[src/rtl/alu_fp_chain.sv]
// alu_fp_chain: byte-serial add/subtract engine for unsigned fixed-point
// operands (4 fractional bits). One 8-bit slice is evaluated per clock,
// LSB byte first, with the slice carry/borrow chained into the next byte.
module alu_fp_chain #(
  parameter int BYTES = 2
) (
  input  logic                 clk,
  input  logic                 rst,
  input  logic                 start,
  input  logic [1:0]           opcode,
  input  logic                 cin,
  input  logic [8*BYTES-1:0]   a,
  input  logic [8*BYTES-1:0]   b,
  output logic                 busy,
  output logic                 done,
  output logic [8*BYTES-1:0]   result,
  output logic                 cout
);

  localparam int W  = 8 * BYTES;
  localparam int IW = (BYTES > 1) ? $clog2(BYTES) : 1;

  typedef enum logic [1:0] {IDLE, RUN, DONE} state_t;

  state_t          state, state_n;
  logic [W-1:0]    a_q, b_q;
  logic [1:0]      op_q;
  logic            carry;
  logic [IW-1:0]   idx;
  logic            last;
  logic [7:0]      xa, xb;
  logic [8:0]      sum;
  logic [W-1:0]    res_n;

  // One 8-bit add/sub slice; bit 8 is carry (add) or borrow (subtract).
  function automatic logic [8:0] slice(input logic [1:0] op, input logic [7:0] x,
                                       input logic [7:0] y, input logic c);
    logic [8:0] r;
    case (op)
      2'b00:   r = {1'b0, x} + {1'b0, y} + {8'b0, c};
      2'b01:   r = {1'b0, x} - {1'b0, y} - {8'b0, c};
      default: r = '0;
    endcase
    return r;
  endfunction

  assign last = (idx == IW'(BYTES - 1));
  assign busy = (state == RUN);
  assign done = (state == DONE);

  // State register.
  always_ff @(posedge clk) begin
    if (rst) state <= IDLE;
    else     state <= state_n;
  end

  // Next-state logic: DONE lasts exactly one cycle, start only seen in IDLE.
  always_comb begin
    state_n = state;
    case (state)
      IDLE:    if (start) state_n = RUN;
      RUN:     if (last) state_n = DONE;
      DONE:    state_n = IDLE;
      default: state_n = IDLE;
    endcase
  end

  // Select the current byte pair, evaluate the slice, and merge it into the result.
  always_comb begin
    xa = '0;
    xb = '0;
    for (int k = 0; k < BYTES; k++) begin
      if (idx == k[IW-1:0]) begin
        xa = a_q[8*k +: 8];
        xb = b_q[8*k +: 8];
      end
    end
    sum   = slice(op_q, xa, xb, carry);
    res_n = result;
    for (int k = 0; k < BYTES; k++) begin
      if (idx == k[IW-1:0]) res_n[8*k +: 8] = sum[7:0];
    end
  end

  // Operand capture on accept, then one byte written per RUN cycle.
  always_ff @(posedge clk) begin
    if (rst) begin
      idx    <= '0;
      carry  <= 1'b0;
      result <= '0;
      cout   <= 1'b0;
    end else begin
      case (state)
        IDLE: if (start) begin
          a_q    <= a;
          b_q    <= b;
          op_q   <= opcode;
          carry  <= cin;
          idx    <= '0;
          result <= '0;
          cout   <= 1'b0;
        end
        RUN: begin
          result <= res_n;
          carry  <= sum[8];
          idx    <= idx + 1'b1;
          if (last) cout <= sum[8];
        end
        default: ;
      endcase
    end
  end

endmodule

[config.mk]
export PLATFORM = sky130hd
export DESIGN_NAME = alu_fp_chain
export DESIGN_NICKNAME = d
export VERILOG_FILES = /design/src/rtl/alu_fp_chain.sv
export SDC_FILE = /design/constraint.sdc
export NUM_CORES = 1
export LEC_CHECK = 0
export ABC_AREA = 0
export CAP_MARGIN = 20
export CORE_MARGIN = 4
export CORE_UTILIZATION = 47
export CTS_BUF_LIST = sky130_fd_sc_hd__clkbuf_16
export CTS_CLUSTER_DIAMETER = 100
export DETAILED_ROUTE_END_ITERATION = 8
export GPL_TIMING_DRIVEN = 0
export HOLD_SLACK_MARGIN = 0.05
export PLACE_DENSITY = 0.83
export SLEW_MARGIN = 0
export SYNTH_ARGS = -nofsm -noshare
export SYNTH_HDL_FRONTEND = slang
export SYNTH_SLANG_ARGS = --single-unit
[constraint.sdc]
create_clock -name clk -period 3.9 [get_ports clk]
set_input_delay 0.585 -clock clk [delete_from_list [all_inputs] [get_ports clk]]
set_output_delay 0.585 -clock clk [all_outputs]
set_load 0.02 [all_outputs]
==> results.cfg <==
[worst_setup_path]
cp_data_arrival_time_ns = 3.71
crit_fanout = 10
criticalPathCategory = flop to flop
cp-start-kind = flop
cp_top_family = compound AO/OA/AOI/OAI gates
cp_slowest_cell = fa_1
slowest_delay_ns = 0.41
path_buf_inv = 3
critPathCaptureType = flop
required_ns = 4.08
cp_cell_sequence = buf_2 -> buf_2 -> mux2i_1 -> fa_1 -> inv_1 -> fa_1 -> a21bo_2 -> a211oi_2 -> a31oi_1 -> xor2_1 -> a21bo_2 -> a22o_1

[drt]
wire_per_inst_um = 14.3
route.detailed.drc = 0
ant_nets = 0
vias_per_cell = 5.35
vias = 2189
finalWirelength_um = 5850
drt_iter0_markers = 57
drt_pass1_iterations = 4

[yosys]
synth_top_area_frac = 0.348
ys_top_cells_by_area = edfxtp_1 35%, dfxtp_1 14%, ha_1 8.1%
avgSynthCellArea_um2 = 11.0
synth_top_cells_by_count = 34 x edfxtp_1, 28 x inv_1, 21 x dfxtp_1
async_flop_share = 0
syn_inst = 268
yosysWarnings = 0
syn-num-nets = 329
synth_edf_count = 34
synth.distinct_cells = 51
yosys.area.top_type = edfxtp_1
synth_ff_type = edfxtp_1
synth_area_um2 = 2940
seq_area_frac_synth = 0.491
synth-seq-cells = 55
yosysMostFrequentCell = edfxtp_1

[grt]
overflow = 0
grt.total_usage = 0.162
antenna_found_initial = 0
grt_start_max_net_pins = 16
grt_pass1_wl_um = 9640
grt_pass1_vias = 2189

[pwr]
p_clk_frac = 0.281
internal-power_mw = 1.06
switchingPower_uw = 418
vdd_ir_drop_max_mv = 0.221
switching_share = 0.282
pwr-share-seq = 0.444
leakage_nw = 1.45
power_density_nw_per_um2 = 395
comb_power_share = 0.275

[cts]
clk_latency_ns = 0.29
clockBufferDepth = 2
path_clk_slew_ns = 0.07
cts_tree = built
cts_resized = 0
cts_sinks = 55
cts_setup_buffers = 0
cts_max_level = 2
root_buffer = clkbuf_16
hold_buffers = 0
cts_made_buffers = 5

[run]
cap_viol_max_count = 0

[floorplanning]
ioPinCount = 57
dieWidth_um = 87.0
dieArea_um2 = 7570
start_util = 0.490
core-area_um2 = 5990
rows = 28
die_y_um = 87.0

[finish]
layout.cells.non_filler = 409
areaGrowthSynthToFinish_pct = 27.9
fillerInstances = 506
drive_gt1_frac = 0.0868
diodes = 0
nets = 394

[timing]
drv_slew = 0
timing.final.crit_share = 0.904
finClkSkew_ns = 0.00365
worstMarginPinSlew_ns = 0.753
whs_ns = 0.453
hold_viol_final = 0
fmax_mhz = 284
finalSetupViolCount = 0
fin_crit_ns = 3.53
max_slew_margin = 0.495
rsz0062_at_grt = no

[placement]
place.gp.congestion = 0.822
dp_hpwl_um = 4640
placed_cells = 401
portBuffers = 56

[status]
run_status = completed

[min_path]
hold_path_class = flop to flop
-- worst register-to-register path, cell delays in order, from the launching register on --
cell      delay [ns]
dfxtp_1         0.37
buf_2           0.32
buf_2           0.36
mux2i_1         0.33
fa_1            0.27
inv_1           0.08
fa_1            0.41
a21bo_2         0.26
a211oi_2        0.27
a31oi_1         0.16
xor2_1          0.17
a21bo_2         0.23
a22o_1          0.19
-- cell families after synthesis --
kind of cell	synth area share
compound gates	0.136
flops	0.491
mux	0.0746
buf+inv	0.0499
xor+xnor	0.0269
simple gates	0.114
fa+ha+maj	0.108
-- per-stage QoR --
step / setup TNS [ns] / total power, mW / setup slack, ns / area (um^2) / util
2_1_floorplan: 0 / 0.952 / 0.256 / 2940 / -
3_3_place_gp: -36.99 / 1.06 / -1.09 / 3590 / 0.599
3_5_place_dp: 0 / 1.08 / 0.348 / 3620 / 0.604
4_1_cts: 0 / 1.49 / 0.326 / 3750 / 0.627
5_1_grt: 0 / 1.57 / 0.239 / 3750 / 0.627
6_report: 0 / 1.48 / 0.373 / 3750 / 0.627
-- flip-flops by register name (all words and copies together) (netlist names) --
register  cells
result       16
op_q          2
a_q          16
state         2
b_q          16
idx           1
carry         1
cout          1
-- metal layers --
metal	part of all wire	vias to the layer above	GRT usage	routed length, um
met2	0.49	76	0.283	2870
li1	-	1089	-	-
met4	0.024	0	0.0609	138
met3	0.066	14	0.0331	386
met5	0	-	0	0
met1	0.42	1010	0.196	2450
-- power by group through the flow --
stage / Sequential, mW / Clock [mW] / Combinational, mW
floorplan: 0.675 / 0 / 0.277
global placement: 0.671 / 0 / 0.388
detailed placement: 0.670 / 0 / 0.406
CTS: 0.657 / 0.426 / 0.409
global route: 0.659 / 0.454 / 0.454
finish: 0.657 / 0.416 / 0.408
-- cell type report --
| class | count | area, um^2 | area share |
|---|---|---|---|
| inverters | 29 | 109 | 0.0290 |
| repair buffers | 58 | 583 | 0.155 |
| clock inverters | 3 | 11.3 | 0.00300 |
| multi-input cells | 175 | 1350 | 0.360 |
| clock buffers | 5 | 125 | 0.0333 |
| flip-flops and latches | 55 | 1440 | 0.384 |
| plain buffers | 9 | 37.5 | 0.0100 |
| well taps | 75 | 93.8 | 0.0250 |
-- worst paths after layout --
kind | startpoint | to | slack [ns] | cells past startpoint
setup / recovery | idx | cout | 0.37 | 12
hold / removal | result[8] | result[8] | 0.45 | 2
setup reg to reg | idx | cout | 0.37 | 12
hold reg to reg | result[8] | result[8] | 0.45 | 2
-- layout by cell type, fill, tap and decap left out, drive strengths merged, types with 7 or more instances in the layout --
master	Yosys	routed
mux2	7	7
nand2	15	15
mux2i	14	14
nor3	9	9
nor2	17	17
xnor2	7	7
dfxtp	21	21
inv	29	32
a21oi	14	14
ha	19	19
edfxtp	34	34
clkbuf	6	11
nand3	8	8
clkdlybuf4s50	0	56
Note: power is estimated with default switching activity, not from simulation.
